--- src/rtl/cordic_arb_pkg.sv ---
// Shared types and constants for the cordic request arbiter.
// Field layout of one cordic operation word: {func, x, y, z}.
package cordic_arb_pkg;

  localparam int unsigned DATA_W_DEF = 49;
  localparam int unsigned FIELD_W    = 16;
  localparam int unsigned Z_LSB      = 0;
  localparam int unsigned Y_LSB      = 16;
  localparam int unsigned X_LSB      = 32;
  localparam int unsigned FUNC_BIT   = 48;

  // Tag id is sized for the largest supported requester count (8).
  localparam int unsigned TAG_ID_W = 3;

  localparam logic [1:0] ST_RUN   = 2'd0;
  localparam logic [1:0] ST_DRAIN = 2'd1;
  localparam logic [1:0] ST_HALT  = 2'd2;

  typedef struct packed {
    logic                vld;
    logic [TAG_ID_W-1:0] id;
  } tag_t;

  function automatic logic [DATA_W_DEF-1:0] pack_op(input logic               func,
                                                    input logic [FIELD_W-1:0] x,
                                                    input logic [FIELD_W-1:0] y,
                                                    input logic [FIELD_W-1:0] z);
    logic [DATA_W_DEF-1:0] w;
    w                    = '0;
    w[FUNC_BIT]          = func;
    w[X_LSB +: FIELD_W]  = x;
    w[Y_LSB +: FIELD_W]  = y;
    w[Z_LSB +: FIELD_W]  = z;
    return w;
  endfunction

endpackage

--- src/rtl/cordic_arbiter_if.sv ---
// Request, cordic-side and response signals of the cordic arbiter.
interface cordic_arbiter_if
  import cordic_arb_pkg::*;
#(
  parameter int unsigned NUM_REQ = 4,
  parameter int unsigned DATA_W  = DATA_W_DEF
);

  logic [NUM_REQ-1:0]        i_req_vld;
  logic [NUM_REQ*DATA_W-1:0] i_req_data;
  logic [NUM_REQ-1:0]        o_req_rdy;
  logic                      o_cdc_vld;
  logic [DATA_W-1:0]         o_cdc_data;
  logic                      i_cdc_vld;
  logic [DATA_W-1:0]         i_cdc_data;
  logic [NUM_REQ-1:0]        o_rsp_vld;
  logic [DATA_W-1:0]         o_rsp_data;

  modport slave (
    input  i_req_vld, i_req_data, i_cdc_vld, i_cdc_data,
    output o_req_rdy, o_cdc_vld, o_cdc_data, o_rsp_vld, o_rsp_data
  );

  modport master (
    output i_req_vld, i_req_data, i_cdc_vld, i_cdc_data,
    input  o_req_rdy, o_cdc_vld, o_cdc_data, o_rsp_vld, o_rsp_data
  );

endinterface

--- src/rtl/rr_arbiter.sv ---
// Combinational round-robin pick: first requester at or after ptr, wrapping.
module rr_arbiter #(
  parameter  int unsigned NUM_REQ = 4,
  localparam int unsigned ID_W    = (NUM_REQ > 1) ? $clog2(NUM_REQ) : 1
) (
  input  logic [NUM_REQ-1:0] i_req,
  input  logic [ID_W-1:0]    i_ptr,
  output logic [NUM_REQ-1:0] o_gnt_c,
  output logic [ID_W-1:0]    o_gnt_idx_c
);

  logic w_found;

  // Upper segment [ptr, NUM_REQ) has priority over the wrapped segment [0, ptr).
  always_comb begin
    o_gnt_c     = '0;
    o_gnt_idx_c = '0;
    w_found     = 1'b0;
    for (int unsigned k = 0; k < NUM_REQ; k++) begin
      if (!w_found && i_req[k] && (ID_W'(k) >= i_ptr)) begin
        o_gnt_c[k]  = 1'b1;
        o_gnt_idx_c = ID_W'(k);
        w_found     = 1'b1;
      end
    end
    for (int unsigned k = 0; k < NUM_REQ; k++) begin
      if (!w_found && i_req[k]) begin
        o_gnt_c[k]  = 1'b1;
        o_gnt_idx_c = ID_W'(k);
        w_found     = 1'b1;
      end
    end
  end

endmodule

--- src/rtl/cordic_arbiter.sv ---
// Shares one cordic pipeline among NUM_REQ requesters with tag-based result routing
// and drain/halt control. Optional per-requester issue counters: CORDIC_ARB_STATS_EN.
module cordic_arbiter
  import cordic_arb_pkg::*;
#(
  parameter int unsigned NUM_REQ = 4,
  parameter int unsigned DATA_W  = DATA_W_DEF,
  parameter int unsigned CDC_LAT = 10
) (
  input  logic            i_clk,
  input  logic            i_rst_n,
  cordic_arbiter_if.slave cdc_bus,
  input  logic            i_drain,
  output logic            o_idle,
  output logic            o_err
`ifdef CORDIC_ARB_STATS_EN
  ,
  output logic [NUM_REQ*16-1:0] o_issue_cnt
`endif
);

  localparam int unsigned ID_W  = (NUM_REQ > 1) ? $clog2(NUM_REQ) : 1;
  localparam int unsigned OUT_W = $clog2(CDC_LAT + 2);

  logic [1:0]         r_state, w_state_nxt;
  logic [ID_W-1:0]    r_ptr, w_gnt_idx;
  logic [NUM_REQ-1:0] w_gnt;
  logic               w_gnt_en, w_xfer, w_retire;
  logic [DATA_W-1:0]  w_sel_data, r_cdc_data, r_rsp_data;
  tag_t               r_cdc_tag, w_tail;
  tag_t               r_tag [CDC_LAT];
  logic [NUM_REQ-1:0] r_rsp_vld;
  logic [OUT_W-1:0]   r_outst, w_outst_nxt;
  logic               r_err;

  rr_arbiter #(.NUM_REQ(NUM_REQ)) u_rr (
    .i_req       (cdc_bus.i_req_vld),
    .i_ptr       (r_ptr),
    .o_gnt_c     (w_gnt),
    .o_gnt_idx_c (w_gnt_idx)
  );

  assign w_gnt_en          = (r_state == ST_RUN) && !i_drain;
  assign cdc_bus.o_req_rdy = w_gnt_en ? w_gnt : '0;
  assign w_xfer            = w_gnt_en && (|w_gnt);
  assign w_tail            = r_tag[CDC_LAT-1];
  assign w_retire          = w_tail.vld;

  always_comb begin
    w_sel_data = '0;
    for (int unsigned k = 0; k < NUM_REQ; k++) begin
      if (w_gnt[k]) w_sel_data = cdc_bus.i_req_data[k*DATA_W +: DATA_W];
    end
  end

  always_comb begin
    w_outst_nxt = r_outst;
    if (w_xfer && !w_retire)      w_outst_nxt = r_outst + OUT_W'(1);
    else if (!w_xfer && w_retire) w_outst_nxt = r_outst - OUT_W'(1);
  end

  // Halt is entered as soon as the last outstanding tag retires.
  always_comb begin
    w_state_nxt = r_state;
    case (r_state)
      ST_RUN:   if (i_drain) w_state_nxt = ST_DRAIN;
      ST_DRAIN: if (w_outst_nxt == '0) w_state_nxt = ST_HALT;
      ST_HALT:  if (!i_drain) w_state_nxt = ST_RUN;
      default:  w_state_nxt = ST_RUN;
    endcase
  end

  always_ff @(posedge i_clk or negedge i_rst_n) begin
    if (!i_rst_n) begin
      r_state <= ST_RUN;
      r_ptr   <= '0;
      r_outst <= '0;
    end else begin
      r_state <= w_state_nxt;
      r_outst <= w_outst_nxt;
      if (w_xfer) r_ptr <= (w_gnt_idx == ID_W'(NUM_REQ - 1)) ? '0 : w_gnt_idx + ID_W'(1);
    end
  end

  always_ff @(posedge i_clk or negedge i_rst_n) begin
    if (!i_rst_n) begin
      r_cdc_tag  <= '0;
      r_cdc_data <= '0;
    end else begin
      r_cdc_tag <= '{vld: w_xfer, id: TAG_ID_W'(w_gnt_idx)};
      if (w_xfer) r_cdc_data <= w_sel_data;
    end
  end

  // Tag pipe entry 0 is loaded from the issue stage so the tail meets i_cdc_vld.
  always_ff @(posedge i_clk or negedge i_rst_n) begin
    if (!i_rst_n) begin
      for (int unsigned i = 0; i < CDC_LAT; i++) r_tag[i] <= '0;
    end else begin
      r_tag[0] <= r_cdc_tag;
      for (int unsigned i = 1; i < CDC_LAT; i++) r_tag[i] <= r_tag[i-1];
    end
  end

  always_ff @(posedge i_clk or negedge i_rst_n) begin
    if (!i_rst_n) begin
      r_rsp_vld  <= '0;
      r_rsp_data <= '0;
      r_err      <= 1'b0;
    end else begin
      r_rsp_vld <= '0;
      if (w_tail.vld && cdc_bus.i_cdc_vld) begin
        r_rsp_vld  <= NUM_REQ'(1) << w_tail.id;
        r_rsp_data <= cdc_bus.i_cdc_data;
      end
      if (w_tail.vld != cdc_bus.i_cdc_vld) r_err <= 1'b1;
    end
  end

  assign cdc_bus.o_cdc_vld  = r_cdc_tag.vld;
  assign cdc_bus.o_cdc_data = r_cdc_data;
  assign cdc_bus.o_rsp_vld  = r_rsp_vld;
  assign cdc_bus.o_rsp_data = r_rsp_data;
  assign o_idle             = (r_state == ST_HALT);
  assign o_err              = r_err;

`ifdef CORDIC_ARB_STATS_EN
  logic [15:0] r_issue_cnt [NUM_REQ];

  always_ff @(posedge i_clk or negedge i_rst_n) begin
    if (!i_rst_n) begin
      for (int unsigned k = 0; k < NUM_REQ; k++) r_issue_cnt[k] <= '0;
    end else begin
      for (int unsigned k = 0; k < NUM_REQ; k++) begin
        if (w_xfer && w_gnt[k] && (r_issue_cnt[k] != 16'hFFFF))
          r_issue_cnt[k] <= r_issue_cnt[k] + 16'd1;
      end
    end
  end

  for (genvar k = 0; k < NUM_REQ; k++) begin : g_cnt
    assign o_issue_cnt[k*16 +: 16] = r_issue_cnt[k];
  end
`else
  // Counters are absent in this build.
`endif

endmodule

--- src/flat_wrapper.sv ---
// flat-port wrapper written by rule: the top's interface ports become plain ports
module cordic_arbiter_flat import cordic_arb_pkg::*;
#(
  parameter int unsigned NUM_REQ = 4,
  parameter int unsigned DATA_W  = DATA_W_DEF,
  parameter int unsigned CDC_LAT = 10
)
  (i_clk, i_rst_n, i_drain, o_idle, o_err, cdc_bus_i_req_vld, cdc_bus_i_req_data, cdc_bus_i_cdc_vld, cdc_bus_i_cdc_data, cdc_bus_o_req_rdy, cdc_bus_o_cdc_vld, cdc_bus_o_cdc_data, cdc_bus_o_rsp_vld, cdc_bus_o_rsp_data);
  cordic_arbiter_if #(.NUM_REQ(NUM_REQ), .DATA_W(DATA_W)) cdc_bus_i ();
  input  logic i_clk;
  input  logic i_rst_n;
  input  logic i_drain;
  output logic o_idle;
  output logic o_err;
  input wire logic [$bits(cdc_bus_i.i_req_vld)-1:0] cdc_bus_i_req_vld;
  input wire logic [$bits(cdc_bus_i.i_req_data)-1:0] cdc_bus_i_req_data;
  input wire logic [$bits(cdc_bus_i.i_cdc_vld)-1:0] cdc_bus_i_cdc_vld;
  input wire logic [$bits(cdc_bus_i.i_cdc_data)-1:0] cdc_bus_i_cdc_data;
  output wire logic [$bits(cdc_bus_i.o_req_rdy)-1:0] cdc_bus_o_req_rdy;
  output wire logic [$bits(cdc_bus_i.o_cdc_vld)-1:0] cdc_bus_o_cdc_vld;
  output wire logic [$bits(cdc_bus_i.o_cdc_data)-1:0] cdc_bus_o_cdc_data;
  output wire logic [$bits(cdc_bus_i.o_rsp_vld)-1:0] cdc_bus_o_rsp_vld;
  output wire logic [$bits(cdc_bus_i.o_rsp_data)-1:0] cdc_bus_o_rsp_data;
  assign cdc_bus_i.i_req_vld = cdc_bus_i_req_vld;
  assign cdc_bus_i.i_req_data = cdc_bus_i_req_data;
  assign cdc_bus_i.i_cdc_vld = cdc_bus_i_cdc_vld;
  assign cdc_bus_i.i_cdc_data = cdc_bus_i_cdc_data;
  assign cdc_bus_o_req_rdy = cdc_bus_i.o_req_rdy;
  assign cdc_bus_o_cdc_vld = cdc_bus_i.o_cdc_vld;
  assign cdc_bus_o_cdc_data = cdc_bus_i.o_cdc_data;
  assign cdc_bus_o_rsp_vld = cdc_bus_i.o_rsp_vld;
  assign cdc_bus_o_rsp_data = cdc_bus_i.o_rsp_data;
  cordic_arbiter #(.NUM_REQ(NUM_REQ), .DATA_W(DATA_W), .CDC_LAT(CDC_LAT)) u_core (.i_clk(i_clk), .i_rst_n(i_rst_n), .cdc_bus(cdc_bus_i), .i_drain(i_drain), .o_idle(o_idle), .o_err(o_err));
endmodule
--- config.mk ---
export PLATFORM = sky130hd
export DESIGN_NAME = cordic_arbiter_flat
export DESIGN_NICKNAME = d
export VERILOG_FILES = /design/src/rtl/cordic_arb_pkg.sv /design/src/rtl/cordic_arbiter_if.sv /design/src/rtl/rr_arbiter.sv /design/src/rtl/cordic_arbiter.sv /design/src/flat_wrapper.sv
export SDC_FILE = /design/constraint.sdc
export NUM_CORES = 1
export LEC_CHECK = 0
export CAP_MARGIN = 10
export CELL_PAD_IN_SITES_DETAIL_PLACEMENT = 0
export CELL_PAD_IN_SITES_GLOBAL_PLACEMENT = 1
export CORE_ASPECT_RATIO = 1.4
export CORE_UTILIZATION = 31
export CTS_BUF_LIST = sky130_fd_sc_hd__clkbuf_8
export DETAILED_ROUTE_END_ITERATION = 8
export GPL_TIMING_DRIVEN = 0
export PLACE_DENSITY_LB_ADDON = 0.1
export SKIP_CTS_REPAIR_TIMING = 1
export SLEW_MARGIN = 25
export SYNTH_ARGS = -nofsm -noshare
export SYNTH_HDL_FRONTEND = slang
export SYNTH_SLANG_ARGS = --single-unit
--- constraint.sdc ---
create_clock -name i_clk -period 3 [get_ports i_clk]
set_input_delay 0.45 -clock i_clk [delete_from_list [all_inputs] [get_ports i_clk]]
set_output_delay 0.45 -clock i_clk [all_outputs]
set_load 0.02 [all_outputs]
==> results.md, run 1 <==
* Worst Hold Path EP: u_core.r_tag[1]
* Synth top area cells: dfrtp_1, mux2_2, a221oi_1
* Main combinational cell family by area after synthesis: compound AO/OA/AOI/OAI gates
* Routed WL per cell at 20.4 um
* Residual DRC count at 0
* Mapped Nets at 832
* Min-delay src: u_core.r_tag[5]
* Ys Warns at 0
* Critical path fanouts, max at 10
* GRT overflow at 0
* Initial Util at 31.8%
* Layout Utilization at 53.7%
* Die X at 123 um
* Syn Inst Count at 576
* Slew Viols, Final at 0
* Setup WS post-layout at between 0.2 and 0.3 ns
* Met2 routed WL at between 10000 and 15000 um
* Largest net degree at the start of global routing at 89
* Height of the die at 171 um
* ANT nets after route at 0
* Clock buffer depth at 2
* Distinct cells, synth at 45
* Max cap viols at 0
* Vias in the first global route at 6617
* Synth top area share at between 50 and 60%
* Nets at around 1200
* Worst hold path stage count at 0
* Placed cell count at between 1000 and 1500
* Peak VDD IR at 0.354 mV
* CP Data Arrival Time at 2.29 ns
* Met1 WL at roughly 9000 um
* IO Count at 362
* Finished Layout Cells at 1220
* Met3 wire len at 2110 um
* GPL Wtd Cong at approximately 0.85
* Flop-to-flop setup slack at ~0.54 ns
* Total design power at 9900 uW
* Worst r2r path cells at 6
* Endpoints failing setup at 0
* Worst Max-Slew Pin Slew at 0.625 ns
* Tmin final at 2.74 ns
* Via Count at ~6400
* RSZ-0062 raised after global routing: false
* Sequential share of the synthesized area at 57.0%
* Kind of critical path: input pin to output pin
* Total GRT Usage at between 20 and 25%
* Global-route wire length before repair at roughly 36000 um
* Reg-to-reg startpoint: u_core.r_state[0]
* Asr flop ratio synth at 100%
* Top Metal Used: met5
* Avg Vias per Cell at 5.25
* Status: finished, final reports clean
* DRT iter0 DRCs at 287
* Antenna violations before repair at 2
* Clock Sinks at 144
* Core area at 19900 um^2
* Hold Path Class: register to register
* CP Data Required Time at approximately 2.6 ns
* Final Skew at 0.0125 ns
* Synthesized flop and latch total at between 100 and 150
* Synth Area in Simple Gates at a little over 7%
* DP Worst Slack at -0.520 ns
* Slowest cell on crit path: clkdlybuf4s50_1
* # port buffers at 358
* CTS tree: built
* Final Hold Fails at 0
* Slowest stage delay, CP at 0.50 ns
* Xor/xnor cell area share of the yosys netlist at 0.415%
* Post-Syn Area per Cell at 11.0 um^2
* Fmax at 365 MHz
* Clk slew on worst S/H paths at roughly 0.10 ns
* Main synth FF type: dfrtp_1
* Post-synth EDFFs at 0
* Number of H-tree levels at 4
* Routed wire length at 24900 um
* Die Area at 21000 um^2
* Area Overhead vs Synth at 69.2%
* Row count at 61
* Post-detail-place hpwl at 19100 um
* Layout cells sized above 1 at ~11%
* Crit. End Element: output pin
* Final Cycle Share at 91.4%
* Clk_lat worst skew at 0.46 ns
* Synth Area in Compound Gates at between 20% and 30%
* Reg2Reg Capture Point: u_core.cdc_bus.o_cdc_data[2]
* Mapped Area at 6330 um^2
* Startpoint Class: input pin
* Register area at around 3600 um^2
* Worst slew margin at 58.3%
* Mux cell area share after synthesis at around 8.7%
* Area taken by multi-input logic gates at 2470 um^2
* First drt pass iteration count at 5
* Synth area leader: dfrtp_1
* Fill cells at 1783
* Root Buffer: clkbuf_8
* PD cells at 925 nW/um^2
* Pleak at 0.00427 uW
* Final hold slack at 0.350 ns
* CTS Buf Count at 17
* Adder-cell share of the synthesized area at less than 1%
* Crit path cell chain: clkdlybuf4s50_1 > or2_2 > a21oi_1 > o21ai_2 > buf_2 > nor2_1 > dlymetal6s2s_1
## cell usage after synthesis (2+ instances only)
cell type,n
dfrtp_1,144
o21ai_0,59
a21oi_1,55
nor2_1,51
a221oi_1,49
mux2_2,49
o22ai_1,48
clkbuf_1,41
buf_2,7
inv_1,7
buf_1,6
nand2_1,6
or2_2,5
and3_1,4
and2_1,3
ha_1,3
nor2b_1,3
o211ai_1,3
a31oi_1,2
nand4_1,2
nand4b_1,2
nor4b_1,2
or4_1,2
xnor2_1,2
## worst max-delay path: cells and delay by family
family,cells,cell delay (ns)
AOI/OAI and AO/OA,2,0.39
and+or+nand+nor,2,0.47
buffers and inverters,3,0.98
## per-stage QoR
stage	setup TNS, ns	instance area [um^2]
CTS	-1.12	10700
finish	0	10700
global placement	-644.78	10200
global route	0	10700
detailed placement	-1.04	10300
floorplan	0	6330
## metal layers
| layer | vias up | GRT usage (%) |
|---|---|---|
| met5 | - | 0 |
| met4 | 4 | 8.17 |
| met3 | 37 | 7.83 |
| met2 | 323 | 42.8 |
| met1 | 3116 | 24.0 |
| li1 | 2919 | - |
## worst max path at each step
stage | endpoint | depth (start not counted) | slack [ns] | start
2_1_floorplan | cdc_bus_o_req_rdy[1] | 7 | 0.79 | cdc_bus_i_req_vld[0]
3_3_place_gp | u_core.cdc_bus.o_cdc_data[28] | 1 | -4.49 | i_rst_n
3_5_place_dp | cdc_bus_o_req_rdy[2] | 7 | -0.52 | cdc_bus_i_req_vld[3]
4_1_cts | cdc_bus_o_req_rdy[2] | 7 | -0.61 | u_core.r_ptr[1]
5_1_grt | cdc_bus_o_req_rdy[0] | 3 | 0.1 | u_core.r_state[0]
6_report | cdc_bus_o_req_rdy[2] | 7 | 0.26 | cdc_bus_i_req_vld[3]
## cell families after synthesis
group	after synthesis
xor+xnor	3
mux	49
compound gates	224
flops	144
buf+inv	63
fa+ha+maj	3
simple gates	90
## flip-flops by register name (all words and copies together), names as in the netlist, 2 cells and up
signal	flops
u_core.cdc_bus.o_cdc_data	49
u_core.cdc_bus.o_rsp_data	49
u_core.r_tag	29
u_core.cdc_bus.o_rsp_vld	4
u_core.r_outst	4
u_core.r_cdc_tag	2
u_core.r_ptr	2
u_core.r_state	2
## layout by cell type, fill, tap and decap left out, types with 3 or more instances in the layout
cell / n
or2_2: 5
inv_8: 3
buf_2: 8
clkdlybuf4s50_1: 355
o22ai_1: 48
ha_1: 3
and3_1: 4
dfrtp_1: 144
a21oi_1: 55
clkbuf_1: 38
buf_1: 6
mux2_2: 49
inv_1: 7
nor2b_1: 3
a221oi_1: 49
nor2_1: 51
clkbuf_8: 17
inv_6: 5
and2_1: 3
o21ai_0: 58
nand2_1: 6
o211ai_1: 3
## power by group
group	leakage, uW	switching, uW	internal [uW]	total [uW]
clock	0.000217	883	783	1670
combinational	0.00232	2570	2370	4930
sequential	0.00173	481	2820	3300
total	0.00427	3930	5970	9900
## cell type report
cell class	count	area share, %
antenna	1	0.0234
clock inverter	15	1.80
sequential	144	33.7
clock buffer	17	2.19
multi-input combinational	369	23.1
timing repair buffer	360	33.9
buffer	54	2.09
inverter	8	0.280
tap	252	2.94
Note: power is estimated with default switching activity, not from simulation.
==> run 2, diff against run 1 <==
- RECOVER_POWER: unset -> 25
==> results.md, run 2 (same netlist as run 1, synthesis figures left out) <==
* Nets at 1210 (unchanged)
* Final hold slack at 0.352 ns (+0.00241 ns)
* Kind of critical path: register to output pin
* Routed wire length at 24800 um (about the same)
* Die Area at 21000 um^2 (unchanged)
* Global-route wire length before repair at 36100 um (unchanged)
* Post-DP Area at 10300 um^2 (unchanged)
* Tmin final at 2.74 ns (+0.00197 ns)
* Die X at 123 um (unchanged)
* Core area at 19900 um^2 (unchanged)
* IO Count at 362 (unchanged)
* Hold Path Class: register to register
* RSZ-0062 raised after global routing: false
* GPL Wtd Cong at 0.850 (unchanged)
* Crit. End Element: output pin
* CTS Buf Count at 17 (unchanged)
* Layout cells sized above 1 at 10.8% (unchanged)
* Final Cycle Share at 91.5% (about the same)
* Height of the die at 171 um (unchanged)
* Most frequent cells in the layout: clkdlybuf4s50_1, dfrtp_1, o21ai_0
* Critical path fanouts, max at 6 (-4)
* Number of H-tree levels at 4 (unchanged)
* CTS tree: built
* Routed WL per cell at 20.4 um (about the same)
* Avg Vias per Cell at 5.25 (+0.17%)
* Slew Viols, Final at 0 (unchanged)
* Largest net degree at the start of global routing at 89 (unchanged)
* Root Buffer: clkbuf_8
* Clock buffer depth at 2 (unchanged)
* Max cap viols at 0 (unchanged)
* Via Count at 6410 (+0.17%)
* Worst hold path stage count at 0 (unchanged)
* GRT overflow at 0 (unchanged)
* ANT nets after route at 0 (unchanged)
* Most common cell after layout, fill and taps aside: clkdlybuf4s50_1
* Endpoints failing setup at 0 (unchanged)
* Row count at 61 (unchanged)
* # port buffers at 358 (unchanged)
* Post-detail-place hpwl at 19100 um (unchanged)
* Clock Sinks at 144 (unchanged)
* CP Data Arrival Time at 2.29 ns (about the same)
* Startpoint Class: register
* Clk_lat worst skew at 0.46 ns (about the same)
* Peak VDD IR at 0.354 mV (about the same)
* Initial Util at 31.8% (unchanged)
* Final instance area at 10700 um^2 (-0.25%)
* PD cells at 926 nW/um^2 (+0.18%)
* DRT iter0 DRCs at 292 (+1.7%)
* Area Overhead vs Synth at 68.8%
* First drt pass iteration count at 5 (unchanged)
* Final Hold Fails at 0 (unchanged)
* Vias in the first global route at 6617 (unchanged)
* CP Data Required Time at 2.55 ns (about the same)
* Pleak at 0.00426 uW (-0.23%)
* Clk slew on worst S/H paths at 0.09 ns (about the same)
* Status: finished, final reports clean
* Residual DRC count at 0 (unchanged)
* Worst r2r path cells at 6 (unchanged)
* Worst slew margin at 3.73% (-55 points)
* Fmax at 364 MHz (about the same)
* Total GRT Usage at 23.2% (unchanged)
* Final Skew at 0.0124 ns (-0.0000634 ns)
* Antenna violations before repair at 2 (unchanged)
* Worst Max-Slew Pin Slew at 1.44 ns (+0.819 ns)
-- run 2: worst max-delay path, cell delays in order (launching register included) --
cell and delay (ns):
dfrtp_1 0.44, nor3_2 0.48, and3_1 0.24, clkdlybuf4s50_1 0.68
-- run 2: cell type report --
type                       instances  area [um^2]
tap                              252          315
timing repair buffer             360         3600
sequential                       144         3600
fill                            1787         9240
antenna                            1         2.50
clock buffer                      17          234
buffer                            54          224
clock inverter                    15          193
inverter                           8         30.0
multi-input combinational        369         2470
-- run 2: worst paths after layout --
path	start	end	slack [ns]
min	u_core.r_tag[11]	u_core.r_tag[7]	0.35
max reg2reg	u_core.r_state[0]	u_core.cdc_bus.o_cdc_data[2]	0.54
max	u_core.r_state[0]	cdc_bus_o_req_rdy[0]	0.26
max in group asynchronous	i_rst_n	u_core.cdc_bus.o_cdc_data[15]	0.63
min in group asynchronous	i_rst_n	u_core.cdc_bus.o_rsp_vld[3]	0.86
min reg2reg	u_core.r_tag[11]	u_core.r_tag[7]	0.35
-- run 2: layer usage --
| metal | wire [um] | global-route usage, % |
|---|---|---|
| met1 | 8900 | 24.0 |
| met2 | 13200 | 42.8 |
| met3 | 2130 | 7.83 |
| met4 | 549 | 8.17 |
| met5 | 25 | 0 |
-- run 2: power breakdown --
group | switching [uW] | internal [uW] | leakage [uW]
Combinational | 2560 | 2360 | 0.00231
Sequential | 481 | 2820 | 0.00173
Clock | 882 | 783 | 0.000217
Total | 3930 | 5970 | 0.00426
-- run 2: through the flow --
step / std cells / setup TNS [ns] / total power, uW / worst slack (ns) / util, %
2_1_floorplan: 576 / 0 / 5810 / 0.794 / -
5_1_grt: 1219 / 0 / 10500 / 0.0980 / 53.6
6_report: 1220 / 0 / 9890 / 0.255 / 53.6
3_5_place_dp: 1187 / -1.04 / 8270 / -0.520 / 51.5
3_3_place_gp: 1186 / -644.78 / 8160 / -4.49 / 51.3
4_1_cts: 1219 / -1.12 / 9980 / -0.615 / 53.6
==> run 3, diff against run 2 <==
- SKIP_CTS_REPAIR_TIMING: 1 -> unset
==> results.md, run 3 (same netlist as run 1, synthesis figures left out) <==
* CP Data Arrival Time at 2.38 ns (+0.09 ns)
* CTS Buf Count at 17 (unchanged)
* Most frequent cells in the layout: clkdlybuf4s50_1, dfrtp_1, o21ai_0
* Worst Max-Slew Pin Slew at 1.45 ns (+0.00447 ns)
* Avg Vias per Cell at 5.24 (-0.22%)
* Number of H-tree levels at 4 (unchanged)
* Reg-to-reg startpoint: u_core.r_state[0]
* RSZ-0062 raised after global routing: false
* Status: finished, final reports clean
* Layout Utilization at 53.6% (about the same)
* Setup TNS at 0 ns (unchanged)
* Pleak at 0.00423 uW (-0.60%)
* Final Skew at 0.0108 ns (-0.00163 ns)
* Area Overhead vs Synth at 68.7% (about the same)
* Total GRT Usage at 23.2% (about the same)
* Finished Layout Cells at 1220 (unchanged)
* Layout cells sized above 1 at 10.8% (unchanged)
* Hold Path Class: register to register
* Max cap viols at 0 (unchanged)
* Die Area at 21000 um^2 (unchanged)
* IO Count at 362 (unchanged)
* Startpoint Class: input pin
* Global-route wire length before repair at 36100 um (about the same)
* Most common cell after layout, fill and taps aside: clkdlybuf4s50_1
* Delay-heaviest family, CP: buffers and inverters
* CP Data Required Time at 2.55 ns (about the same)
* Clock Sinks at 144 (unchanged)
* Height of the die at 171 um (unchanged)
* Routed wire length at 24800 um (-0.14%)
* Residual DRC count at 0 (unchanged)
* Initial Util at 31.8% (unchanged)
* Largest net degree at the start of global routing at 89 (unchanged)
* Slowest stage delay, CP at 0.50 ns (-0.18 ns)
* Crit path from: cdc_bus_i_req_vld[3]
* Peak VDD IR at 0.355 mV (+0.33%)
* Clk slew on worst S/H paths at 0.09 ns (about the same)
* Crit. End Element: output pin
* ANT nets after route at 0 (unchanged)
* DP Worst Slack at -0.520 ns (unchanged)
* Kind of critical path: input pin to output pin
* Final Hold Fails at 0 (unchanged)
* Nets at 1210 (unchanged)
* Post-DP Area at 10300 um^2 (unchanged)
* Tmin final at 2.83 ns (+0.0901 ns)
* GPL Wtd Cong at 0.850 (unchanged)
* CTS tree: built
* Slowest cell on crit path: clkdlybuf4s50_1
* Final instance area at 10700 um^2 (about the same)
* Final Cycle Share at 94.5% (+3.0 points)
* Slew Viols, Final at 0 (unchanged)
* Placed cell count at 1187 (unchanged)
* Die X at 123 um (unchanged)
* Post-detail-place hpwl at 19100 um (unchanged)
* Vias in the first global route at 6641 (+0.36%)
* Routed WL per cell at 20.3 um (-0.14%)
* Critical path fanouts, max at 10 (+4)
* Antenna violations before repair at 2 (unchanged)
* Setup WS post-layout at 0.165 ns (-0.0901 ns)
* # port buffers at 358 (unchanged)
* Clock buffer depth at 2 (unchanged)
* Fmax at 353 MHz (-3.2%)
* GRT overflow at 0 (unchanged)
* Clk_lat worst skew at 0.45 ns (about the same)
* Core area at 19900 um^2 (unchanged)
* First drt pass iteration count at 5 (unchanged)
* DRT iter0 DRCs at 285 (-2.4%)
* CP Buf/Inv Count at 3 (+2)
* Min-delay src: u_core.r_tag[11]
* Worst slew margin at 3.44% (-0.30 points)
* Root Buffer: clkbuf_8
* PD cells at 927 nW/um^2 (about the same)
* Crit path cell chain: clkdlybuf4s50_1 > or2_2 > nand2_1 > o211a_2 > clkbuf_4 > and2_1 > dlygate4sd2_1
* Row count at 61 (unchanged)
* Post-CTS setup buffer count at 0
* Endpoints failing setup at 0 (unchanged)
* Via Count at 6396 (-0.22%)
-- run 3: cell types whose count changed in the layout (fill, tap and decap cells not counted) --
cell / delta
dlygate4sd2_1: +2
buf_2: -1
dlymetal6s2s_1: -2
clkbuf_4: +1
-- run 3: final timing paths --
| path | slack, ns | cells after the start | to |
|---|---|---|---|
| min reg2reg | 0.35 | 0 | u_core.r_tag[7] |
| max reg2reg | 0.57 | 6 | u_core.cdc_bus.o_cdc_data[2] |
| min in group asynchronous | 0.86 | 2 | u_core.cdc_bus.o_rsp_vld[3] |
| min | 0.35 | 0 | u_core.r_tag[7] |
| max in group asynchronous | 0.63 | 3 | u_core.cdc_bus.o_cdc_data[15] |
| max | 0.17 | 7 | cdc_bus_o_req_rdy[1] |
-- run 3: timing repair --
action | CTS | global route
hold endpoints to repair | 56 | 0
setup endpoints to repair | 2 | 0
gates resized for setup | 9 | 0
hold buffers | 1 | 0
-- run 3: where the power goes --
| part | internal [uW] | switching [uW] |
|---|---|---|
| logic | 2360 | 2570 |
| clock network | 783 | 880 |
| registers | 2820 | 481 |
-- run 3: final cells by class --
class	instances	area [um^2]
antenna	1	2.50
buffer	54	226
multi-input combinational	369	2470
tap	252	315
fill	1787	9250
sequential	144	3600
clock inverter	15	193
clock buffer	17	234
inverter	8	30.0
timing repair buffer	360	3600
-- run 3: worst reg2reg max path, delay by kind of cell, from the launching register on --
family / cells / cell delay [ns]
DFF: 1 / 0.44
buffers and inverters: 1 / 0.42
AOI/OAI and AO/OA: 3 / 0.88
and+or+nand+nor: 2 / 0.62
-- run 3: routing by layer --
metal,GRT usage (%),vias up,routed length (um)
met5,0,-,25
met4,8.48,4,613
met3,7.83,45,2090
met2,42.7,321,13200
met1,24.0,3108,8900
li1,-,2918,-
-- run 3: per-stage QoR --
step | total power (uW) | hold slack (ns)
after floorplan | 5810 | 0.154
after global placement | 8160 | 0.332
after detailed placement | 8270 | 0.336
after CTS | 9990 | 0.355
after global routing | 10500 | 0.356
final | 9890 | 0.351
